**config.mk**
```make
export PLATFORM = sky130hd
export DESIGN_NAME = fetch_queue
export DESIGN_NICKNAME = d
export VERILOG_FILES = /design/src/rtl/fetch_queue.sv
export SDC_FILE = /design/constraint.sdc
export NUM_CORES = 1
export LEC_CHECK = 0
export ABC_AREA = 1
export BUFFER_PORTS_ARGS = -buffer_cell sky130_fd_sc_hd__buf_2
export CAP_MARGIN = 30
export CORE_UTILIZATION = 40
export CTS_BUF_LIST = sky130_fd_sc_hd__clkbuf_4 sky130_fd_sc_hd__clkbuf_8
export CTS_CLUSTER_SIZE = 10
export DETAILED_ROUTE_END_ITERATION = 8
export PLACE_DENSITY = 0.71
export SLEW_MARGIN = 20
export SYNTH_ARGS = -nofsm -noshare
export SYNTH_HDL_FRONTEND = slang
export SYNTH_SLANG_ARGS = --single-unit
```
**constraint.sdc**
```tcl
create_clock -name clk -period 4.64 [get_ports clk]
set_clock_uncertainty 0.15 [all_clocks]
set_input_delay 0.696 -clock clk [delete_from_list [all_inputs] [get_ports clk]]
set_output_delay 0.696 -clock clk [all_outputs]
set_load 0.01 [all_outputs]
```
**src/rtl/fetch_queue.sv**
```systemverilog
// Instruction buffer between IF and ID.
// Holds {pc, instr} pairs, drops all entries on a redirect.
module fetch_queue #(
  parameter  int DEPTH = 4,
  localparam int PTR_W = $clog2(DEPTH)
) (
  input  logic             clk,
  input  logic             rst_n,
  input  logic             flush_i,
  input  logic             enq_valid_i,
  input  logic [31:0]      enq_pc_i,
  input  logic [31:0]      enq_instr_i,
  output logic             enq_ready_o,
  output logic             deq_valid_o,
  output logic [31:0]      deq_pc_o,
  output logic [31:0]      deq_pc_plus4_o,
  output logic [31:0]      deq_instr_o,
  input  logic             deq_ready_i,
  output logic [PTR_W:0]   count_o
);

  localparam logic [PTR_W:0] FULL = (PTR_W+1)'(DEPTH);

  if (DEPTH < 2 || (DEPTH & (DEPTH - 1)) != 0) begin : g_bad_depth
    $error("fetch_queue: DEPTH must be a power of two >= 2");
  end

  logic [31:0]      pc_mem    [DEPTH];
  logic [31:0]      instr_mem [DEPTH];
  logic [PTR_W-1:0] rd_ptr;
  logic [PTR_W-1:0] wr_ptr;
  logic [PTR_W:0]   count;
  logic             enq_fire;
  logic             deq_fire;

  assign enq_ready_o = (count != FULL);
  assign deq_valid_o = (count != '0);
  assign count_o     = count;

  // A wrong-path fetch in the flush cycle is dropped,
  // and a head shown during flush is not consumed.
  assign enq_fire = enq_valid_i & enq_ready_o & ~flush_i;
  assign deq_fire = deq_valid_o & deq_ready_i & ~flush_i;

  // Pointer and occupancy state; flush wins over traffic.
  always_ff @(posedge clk or negedge rst_n) begin
    if (!rst_n) begin
      rd_ptr <= '0;
      wr_ptr <= '0;
      count  <= '0;
    end else if (flush_i) begin
      rd_ptr <= '0;
      wr_ptr <= '0;
      count  <= '0;
    end else begin
      if (enq_fire) wr_ptr <= wr_ptr + PTR_W'(1);
      if (deq_fire) rd_ptr <= rd_ptr + PTR_W'(1);
      count <= count
             + {{PTR_W{1'b0}}, enq_fire}
             - {{PTR_W{1'b0}}, deq_fire};
    end
  end

  // Entry storage, no reset needed.
  always_ff @(posedge clk) begin
    if (enq_fire) begin
      pc_mem[wr_ptr]    <= enq_pc_i;
      instr_mem[wr_ptr] <= enq_instr_i;
    end
  end

  assign deq_pc_o       = pc_mem[rd_ptr];
  assign deq_instr_o    = instr_mem[rd_ptr];
  assign deq_pc_plus4_o = deq_pc_o + 32'd4;

  a_no_enq_full : assert property (
    @(posedge clk) disable iff (!rst_n)
    !(enq_fire && count == FULL));

  a_no_deq_empty : assert property (
    @(posedge clk) disable iff (!rst_n)
    !(deq_fire && count == '0));

  a_count_max : assert property (
    @(posedge clk) disable iff (!rst_n)
    count <= FULL);

endmodule

```
==> impl_metrics.yaml, run 1 <==
floorplanning:
  die_w_um: 172
  core_um2: 28200
  io-pin-count: 170
  die_h_um: 172
  dieArea_um2: 29600
  start_util_pct: 41.1
  fp-row-count: 61
power:
  p_leak_nw: 5.51
  powerDensity_nw_per_um2: 505
  clockPowerShare_pct: 27.9
  seqPwrFrac_pct: 41.2
  p_sw_w: 0.00245
  swShare_pct: 35.4
  power_frac_comb_pct: 31.0
  worst_ir_drop_vdd_mv: 0.350
  p_int_w: 0.00448
run:
  maxCapViolCount: 0
clock_network:
  clockBufferDepth: 3
  cts_root_buffer: "clkbuf_8"
  cts_tree: "yes"
  clkSinkCount: 263
  path_clk_slew_ns: 0.06
  htreeDepth: 2
  clk_latency_ns: 0.54
  cts_buffers: 44
global_route:
  antenna_found_initial: 8
  grt_start_max_net_pins: 71
  grt_pass1_wl_um: 43100
  gr-total-overflow: 0
  grt_pass1_vias: 8200
  grt_usage_pct: 19.2
synth:
  synth_top_family_by_area: "simple AND/OR/NAND/NOR gates"
  synth-seq-area-share_pct: 67.9
  synth-xor-area-share_pct: 1.21
  synth.most_common_cell: "nand2_1"
  synthAdderAreaFrac_pct: 0.929
  synth.distinct_cells: 26
  synthesis.area_um2: 11600
  yosysTopAreaCellShare_pct: 66.4
  synthCells: 1086
  yosys-top-cells-count: "nand2_1, edfxtp_1, nor2_1"
  yosys.area_share.simple_pct: 20.1
  ys_warn_count: 0
  yosys-top-cells-area: "edfxtp_1, nand2_1, nor2_1"
  syn-num-nets: 1163
  yosys-mux-area-fraction_pct: 0
  synth_compound_area_share_pct: 5.37
  synth_edf_count: 256
  syn_avg_cell_area_um2: 10.7
  synthFlopType: "edfxtp_1"
  async_reset_ff_share_pct: 2.66
  synth_seq_cells: 263
  yosysTopAreaCell: "edfxtp_1"
layout:
  syn_to_final_growth_pct: 18.7
  fin_nets: 1348
  nFillCells: 2534
  final_area_um2: 13700
  drive_gt1_share_pct: 23.0
timing:
  finalCriticalPeriod_ns: 4.40
  slew_headroom_pct: 50.1
  drv_slew: 0
  tns_ns: 0
  rsz0062_at_grt: "false"
  setup_viol: 0
  fin_hold_ws_ns: 0.214
  maxClockFrequency_ghz: 0.227
  finalHoldViolations: 0
  min_period_over_period_pct: 94.9
  worstMarginPinSlew_ns: 0.748
detailed_routing:
  drtPass1Iterations: 6
  routed-via-count: 8454
  drt-total-wl_um: 27900
  drc: 0
  first_iter_violations: 626
  vias_per_cell: 5.01
  postRouteAntennaNets: 0
  routedWlPerCell_um: 16.5
critical_path:
  r2r_end: "count_o[2]"
  cpMostUsedCell: "nand2_1"
  critPathKind: "register to primary output"
  slowest_delay_ns: 0.76
  cp_cell_sequence: "clkinv_2 > buf_4 > nand2_1 > nand2_1 > nand2_1 > nand2_1 > nand2_1 > nor2_1 > nand2_1 > inv_1 > nand3_1 > nand2_1 > nand2_1 > buf_2"
  rrSetupSlack_ns: 2.14
  cp-start-kind: "register"
  cp_slowest_cell: "dfrtp_4"
  arrival_ns: 3.56
  end_kind: "primary output"
  r2r_cells: 12
  crit_start: "rd_ptr[0]"
  crit-reg2reg-launch: "count_o[1]"
  endpoint: "deq_pc_plus4_o[19]"
  crit_required_ns: 3.79
  path_max_fanout: 70
placed_design:
  dpl_cell_area_um2: 12800
  gp_congestion: 0.971
  place_hpwl_um: 17900
  port_buffers: 169
status:
  status: "finished, final reports clean"
hold_path:
  holdCritPathClass: "primary input to register"
-- power by group through the flow --
stage	logic (W)	clock network, W	registers [W]
after floorplan	0.00141	0	0.00285
after global placement	0.00209	0	0.00290
after detailed placement	0.00213	0	0.00291
after CTS	0.00214	0.00198	0.00286
after global routing	0.00240	0.00208	0.00287
final	0.00215	0.00193	0.00286
-- critical path: cells and delay by family, from the launching register on --
family | cells | cell delay, ns
flip-flops | 1 | 0.76
buffers and inverters | 4 | 0.99
AND/OR/NAND/NOR | 10 | 1.23
-- per-layer routing --
metal	share of wire, %	vias up	wire length, µm	global-route usage [%]
met4	1.5	4	429	5.77
met3	9.5	49	2650	5.54
li1	-	4074	-	-
met5	0.079	-	22	0
met1	42	3965	11700	23.8
met2	47	362	13100	32.3
-- metrics by stage --
step / instances / power [W] / setup slack (ns) / util [%]
floorplan: 1086 / 0.00426 / 0.319 / -
global placement: 1598 / 0.00499 / 0.877 / 45.4
detailed placement: 1600 / 0.00504 / 0.845 / 45.6
CTS: 1682 / 0.00698 / 0.240 / 48.6
global route: 1685 / 0.00735 / 0.0373 / 48.7
finish: 1689 / 0.00694 / 0.237 / 48.8
-- cells in the final DEF, fill, tap and decap left out, drive strengths merged, types with 2 or more instances in the layout --
master / n
edfxtp: 256
clkinv: 17
ha: 7
buf: 187
nor2: 149
nand3: 64
nand4: 8
clkbuf: 63
nand2: 348
xor2: 15
dfrtp: 7
o22ai: 34
diode: 5
clkinvlp: 2
o21ai: 76
inv: 63
a21oi: 4
-- cell families after synthesis --
logic type                 count (synthesis)
and+or+nand+nor                          571
xor gates and xnor gates                  16
AOI/OAI and AO/OA                        115
adders and majority gates                  8
DFF                                      263
buffers and inverters                    113
-- state kept, by name, indices dropped and copies added, names as in the netlist --
signal,cells
wr_ptr,2
count_o,3
rd_ptr,2
pc_mem,128
instr_mem,128
-- what timing repair did --
action | in CTS | in global routing
buffers inserted | 0 | 0
resized for setup | 0 | 0
hold buffers | 1 | 0
endpoints found under the hold margin | 7 | 0
-- worst min path at each step --
stage	from	to	slack (ns)	depth (start not counted)
final	enq_instr_i[10]	instr_mem[1][10]	0.21	1
after global routing	enq_instr_i[21]	instr_mem[0][21]	0.18	1
after CTS	enq_instr_i[10]	instr_mem[1][10]	0.18	1
after detailed placement	rst_n	count_o[0]	0.39	1
after global placement	rst_n	count_o[0]	0.39	1
after floorplan	rst_n	count_o[0]	0.25	0
-- layout make-up --
| cell class | count | area [µm²] | area share, % |
|---|---|---|---|
| Inverter | 64 | 241 | 1.76 |
| Timing Repair Buffer | 188 | 1080 | 7.87 |
| Multi-Input combinational cell | 710 | 3220 | 23.5 |
| Clock inverter | 18 | 86.3 | 0.628 |
| Sequential cell | 263 | 7870 | 57.3 |
| Clock buffer | 63 | 754 | 5.49 |
| Tap cell | 378 | 473 | 3.44 |
| Antenna cell | 5 | 12.5 | 0.0911 |
No activity file was read; power rests on OpenSTA's default activity.
==> run 2: changes to the inputs <==
--- a/config.mk
+++ b/config.mk
@@ -5,14 +5,13 @@
 export SDC_FILE = /design/constraint.sdc
 export NUM_CORES = 1
 export LEC_CHECK = 0
-export ABC_AREA = 1
 export BUFFER_PORTS_ARGS = -buffer_cell sky130_fd_sc_hd__buf_2
 export CAP_MARGIN = 30
 export CORE_UTILIZATION = 40
 export CTS_BUF_LIST = sky130_fd_sc_hd__clkbuf_4 sky130_fd_sc_hd__clkbuf_8
 export CTS_CLUSTER_SIZE = 10
 export DETAILED_ROUTE_END_ITERATION = 8
-export PLACE_DENSITY = 0.71
+export PLACE_DENSITY = 0.72
 export SLEW_MARGIN = 20
 export SYNTH_ARGS = -nofsm -noshare
 export SYNTH_HDL_FRONTEND = slang
==> run 2 against run 1 <==
Compared with the run above:
- sequential power hardly changed
- register-to-register slack hardly changed
- critical endpoint is now deq_pc_plus4_o[31]
- flip-flop and latch count stayed put
- final area is 10% lower
- hold slack better by 0.020 ns
- via count is 39% lower
==> impl_metrics.yaml, run 2 <==
status:
  status: "finished, final reports clean"
critical_path:
  end_kind: "primary output"
  crit-reg2reg-launch: "count_o[1]"
  cp-start-kind: "register"
  crit_required_ns: 3.79
  critPathKind: "register to primary output"
  crit_family: "simple AND/OR/NAND/NOR gates"
  slowest_delay_ns: 0.77
  r2r_cells: 12
  cpMostUsedCell: "nand4_1"
  arrival_ns: 3.43
  cp_cell_sequence: "buf_4 > mux4_2 > nand4_1 > nor3_1 > nand4_1 > xnor2_1 > buf_2"
  cp_slowest_cell: "dfrtp_4"
  rrSetupSlack_ns: 2.13
  path_max_fanout: 35
  critPathBufInv: 2
  r2r_end: "count_o[2]"
clock_network:
  clk_latency_ns: 0.52
  cts_buffers: 43
  cts_root_buffer: "clkbuf_8"
  htreeDepth: 2
  clkSinkCount: 263
  path_clk_slew_ns: 0.06
  cts_resized: 0
  cts_tree: "yes"
  clockBufferDepth: 3
  post_cts_buffers: 0
synth:
  yosys.area_share.simple_pct: 3.66
  yosysTopAreaCell: "edfxtp_1"
  synthAdderAreaFrac_pct: 1.05
  synth-xor-area-share_pct: 2.83
  yosys-mux-area-fraction_pct: 14.1
  synth_top_family_by_area: "multiplexers"
  synth.most_common_cell: "edfxtp_1"
  synth.distinct_cells: 28
  yosys-top-cells-area: "edfxtp_1, mux4_2, xnor2_1"
  yosysTopAreaCellShare_pct: 75.2
  async_reset_ff_share_pct: 2.66
  yosys-top-cells-count: "edfxtp_1, mux4_2, xnor2_1"
  ys_warn_count: 0
  syn-num-nets: 542
  synth_edf_count: 256
  synthCells: 465
  synthesis.area_um2: 10200
  syn_avg_cell_area_um2: 22.0
  synthFlopType: "edfxtp_1"
  synth_compound_area_share_pct: 0.0489
  synth_seq_cells: 263
  synth-seq-area-share_pct: 76.9
global_route:
  gr-total-overflow: 0
  grt_start_max_net_pins: 65
  grt_pass1_wl_um: 30200
  grt_usage_pct: 15.3
  antenna_found_initial: 1
  grt_pass1_vias: 5629
placed_design:
  gp_congestion: 0.777
  port_buffers: 169
  place_hpwl_um: 12200
layout:
  syn_to_final_growth_pct: 21.0
  layout_commonest_cell: "edfxtp_1"
  utilization_pct: 49.3
  drive_gt1_share_pct: 45.6
  nFillCells: 2125
  final_cell_mix: "edfxtp_1, buf_2, mux4_2, clkbuf_8, xnor2_1"
  fin_nets: 747
timing:
  min_period_over_period_pct: 92.2
  worstMarginPinSlew_ns: 0.686
  maxClockFrequency_ghz: 0.234
  slew_headroom_pct: 54.2
  finalHoldViolations: 0
  setup_viol: 0
  fin_hold_ws_ns: 0.234
  tns_ns: 0
  finalCriticalPeriod_ns: 4.28
  rsz0062_at_grt: "false"
  drv_slew: 0
power:
  p_leak_nw: 4.25
  powerDensity_nw_per_um2: 510
  worst_ir_drop_vdd_mv: 0.297
hold_path:
  hp-start: "enq_pc_i[4]"
  hold_end: "pc_mem[2][4]"
  worstHoldPathCells: 1
  holdCritPathClass: "primary input to register"
detailed_routing:
  postRouteAntennaNets: 0
  drt-total-wl_um: 19500
  drtPass1Iterations: 4
  routed-via-count: 5153
  drc: 0
  vias_per_cell: 5.00
  routedWlPerCell_um: 18.9
  first_iter_violations: 258
run:
  maxCapViolCount: 0
floorplanning:
  die_w_um: 162
  io-pin-count: 170
  fp-row-count: 58
  die_h_um: 162
  core_um2: 25100
  dieArea_um2: 26200
  start_util_pct: 40.7
-- run 2: changes by cell type after synthesis, sizes merged, moves of 14 or more --
cell,change
nand2,-336
o22ai,-34
clkbuf,-17
o21ai,-76
nand3,-48
mux4,+64
nor2,-134
inv,-54
buf,-14
xnor2,+22
-- run 2: how the worst max path moves through the flow --
stage	startpoint	endpoint	slack, ns	depth (start not counted)
6_report	rd_ptr[1]	deq_pc_plus4_o[31]	0.36	7
5_1_grt	rd_ptr[1]	deq_pc_plus4_o[31]	0.1	7
4_1_cts	rd_ptr[1]	deq_pc_plus4_o[31]	0.26	7
3_5_place_dp	rd_ptr[1]	deq_pc_plus4_o[31]	0.84	7
3_3_place_gp	rd_ptr[1]	deq_pc_plus4_o[30]	0.95	7
2_1_floorplan	flush_i	instr_mem[0][0]	1.45	3
-- run 2: where the power goes --
part | internal (W) | switching [W]
Clock | 0.00109 | 0.000844
Combinational | 0.000713 | 0.000779
Sequential | 0.00276 | 0.000125
-- run 2: per-layer routing --
layer  routed length, µm  GRT usage, %  part of all wire [%]
met5                   0             0                     0
met4                 295          5.19                   1.5
met3                1250          3.65                   6.4
met2               10300          27.3                    53
met1                7710          17.9                    40
-- run 2: cell type report --
class / count / area, µm² / share of cell area [%]
Antenna cell: 1 / 2.50 / 0.0202
Clock inverter: 20 / 146 / 1.18
Sequential cell: 263 / 7870 / 63.6
Clock buffer: 55 / 694 / 5.61
Inverter: 10 / 37.5 / 0.303
Timing Repair Buffer: 178 / 981 / 7.93
Tap cell: 330 / 413 / 3.34
Multi-Input combinational cell: 174 / 2230 / 18.0
-- run 2: timing repair --
| action | CTS | global route |
|---|---|---|
| endpoints found under the hold margin | 7 | 0 |
| hold buffers | 1 | 0 |
| setup endpoints to repair | 0 | 0 |
-- run 2: per-stage QoR --
stage | cell area, µm² | setup WS (ns) | instances | power, W
after floorplan | 10200 | 1.45 | 465 | 0.00391
after global placement | 11400 | 0.954 | 950 | 0.00442
after detailed placement | 11400 | 0.839 | 951 | 0.00446
after CTS | 12300 | 0.264 | 1027 | 0.00641
after global routing | 12400 | 0.0989 | 1031 | 0.00663
final | 12400 | 0.363 | 1031 | 0.00631
-- run 2: cell families (layout without fill, tap and decap cells) --
group | after synthesis | in the layout
xor gates and xnor gates | 33 | 33
buffers and inverters | 28 | 263
DFF | 263 | 263
muxes | 64 | 64
adders and majority gates | 8 | 8
AOI/OAI and AO/OA | 1 | 1
other | 0 | 1
and+or+nand+nor | 68 | 68
==> run 3: changes to the inputs <==
--- a/config.mk
+++ b/config.mk
@@ -7,6 +7,7 @@
 export LEC_CHECK = 0
 export BUFFER_PORTS_ARGS = -buffer_cell sky130_fd_sc_hd__buf_2
 export CAP_MARGIN = 30
+export CORE_ASPECT_RATIO = 1.4
 export CORE_UTILIZATION = 40
 export CTS_BUF_LIST = sky130_fd_sc_hd__clkbuf_4 sky130_fd_sc_hd__clkbuf_8
 export CTS_CLUSTER_SIZE = 10
==> run 3 against run 2 <==
Compared with the run above:
- final area down 0.98%
- fmax up 3.8%
- flip-flop and latch count unchanged
- first-iteration DRC count down 15%
- combinational power up 3%
- die area about the same
- via count up 1.1%
- routed wire length up 2.1%
- clock-buffer cell count down 4
- highest routed layer unchanged
==> impl_metrics.yaml, run 3 (synthesized netlist as in run 2, its figures left out) <==
timing:
  maxClockFrequency_ghz: 0.243
  tns_ns: 0
  rsz0062_at_grt: "false"
  finalHoldViolations: 0
  finalCriticalPeriod_ns: 4.12
  min_period_over_period_pct: 88.8
  drv_slew: 0
  slew_headroom_pct: 60.9
  worstMarginPinSlew_ns: 0.587
  setup_viol: 0
global_route:
  grt_usage_pct: 15.8
  grt_start_max_net_pins: 65
  grt_pass1_vias: 5755
  antenna_found_initial: 1
  gr-total-overflow: 0
  grt_pass1_wl_um: 30700
hold_path:
  holdCritPathClass: "primary input to register"
critical_path:
  critPathKind: "register to primary output"
  cp-start-kind: "register"
  end_kind: "primary output"
  path_max_fanout: 22
  crit_required_ns: 3.79
  arrival_ns: 3.28
power:
  p_int_w: 0.00443
  swShare_pct: 28.1
  powerDensity_nw_per_um2: 503
  seqPwrFrac_pct: 46.4
  worst_ir_drop_vdd_mv: 0.305
  clockPowerShare_pct: 28.7
  power_frac_comb_pct: 24.8
  p_leak_nw: 4.20
  p_sw_w: 0.00173
detailed_routing:
  routed-via-count: 5209
  postRouteAntennaNets: 0
  vias_per_cell: 5.17
  drtPass1Iterations: 4
  first_iter_violations: 220
  drc: 0
  drt-total-wl_um: 19900
  routedWlPerCell_um: 19.8
layout:
  syn_to_final_growth_pct: 19.8
  multi_input_area_um2: 2230
  layout_commonest_cell: "edfxtp_1"
  regArea_um2: 7870
  final_cell_mix: "edfxtp_1, buf_2, mux4_2, clkbuf_8, xnor2_1"
  nFillCells: 2053
  drive_gt1_share_pct: 44.9
  fin_nets: 745
  utilization_pct: 49.3
  num_antenna_cells: 0
status:
  status: "finished, final reports clean"
placed_design:
  gp_congestion: 0.769
  port_buffers: 169
  place_hpwl_um: 13000
clock_network:
  cts_buffers: 40
  cts_tree: "yes"
  cts_root_buffer: "clkbuf_8"
  clk_latency_ns: 0.53
  htreeDepth: 2
  clockBufferDepth: 3
  clkSinkCount: 263
  path_clk_slew_ns: 0.06
floorplanning:
  io-pin-count: 170
  core_um2: 24800
  dieArea_um2: 26200
  die_w_um: 137
  fp-row-count: 68
  die_h_um: 191
  start_util_pct: 41.2
run:
  maxCapViolCount: 0
## run 3: cell count changes in the layout (fill, tap and decap cells not counted)
| cell | change |
|---|---|
| clkinv_2 | -3 |
| clkbuf_8 | -4 |
| buf_16 | -2 |
| buf_12 | +3 |
| clkinv_1 | +1 |
| bufinv_16 | -1 |
| clkinv_4 | -1 |
| diode_2 | -1 |
## run 3: final cells by class
cell class,instances,area share (%)
Clock buffer,51,5.22
Clock inverter,16,0.786
Inverter,10,0.306
Multi-Input combinational cell,174,18.2
Sequential cell,263,64.2
Tap cell,315,3.22
Timing Repair Buffer,179,8.05
## run 3: power groups by stage
| stage | sequential (W) | clock (W) | combinational, W |
|---|---|---|---|
| 5_1_grt | 0.00288 | 0.00193 | 0.00167 |
| 3_5_place_dp | 0.00292 | 0 | 0.00156 |
| 2_1_floorplan | 0.00285 | 0 | 0.00106 |
| 3_3_place_gp | 0.00290 | 0 | 0.00152 |
| 6_report | 0.00286 | 0.00177 | 0.00153 |
| 4_1_cts | 0.00287 | 0.00184 | 0.00156 |
## run 3: final timing paths
kind,start,to,slack (ns),depth (start not counted)
min in group asynchronous,rst_n,rd_ptr[0],0.39,2
min,enq_instr_i[19],instr_mem[3][19],0.22,1
max reg2reg,count_o[1],count_o[2],2.10,12
max,rd_ptr[0],deq_pc_plus4_o[26],0.52,7
min reg2reg,wr_ptr[1],wr_ptr[1],0.43,2
max in group asynchronous,rst_n,rd_ptr[1],3.74,2
## run 3: critical path: stages (launching register included)
cell	delay [ns]
dfrtp_4	0.70
buf_4	0.39
mux4_2	0.35
nand4_1	0.24
nor4_4	0.43
nand4_1	0.19
xnor2_1	0.24
buf_2	0.17
## run 3: timing repair
| action | CTS | global route |
|---|---|---|
| endpoints found under the hold margin | 7 | 0 |
| buffers inserted | 0 | 0 |
| gates resized for setup | 0 | 0 |
| hold buffers | 1 | 0 |
## run 3: metrics by stage
step	setup slack, ns	power, W	std cells	cell area [µm²]	hold WS (ns)
after floorplan	1.45	0.00391	465	10200	0.250
after global placement	1.06	0.00442	935	11400	0.403
after detailed placement	1.02	0.00447	938	11500	0.410
after CTS	0.396	0.00627	1006	12200	0.176
after global routing	0.200	0.00648	1008	12300	0.196
final	0.518	0.00616	1008	12300	0.224
## run 3: layer usage
layer / share of wire, % / GRT usage, %
met5: 0 / 0
met4: 2.9 / 6.85
met3: 6.5 / 4.06
met2: 55 / 29.3
met1: 36 / 16.6
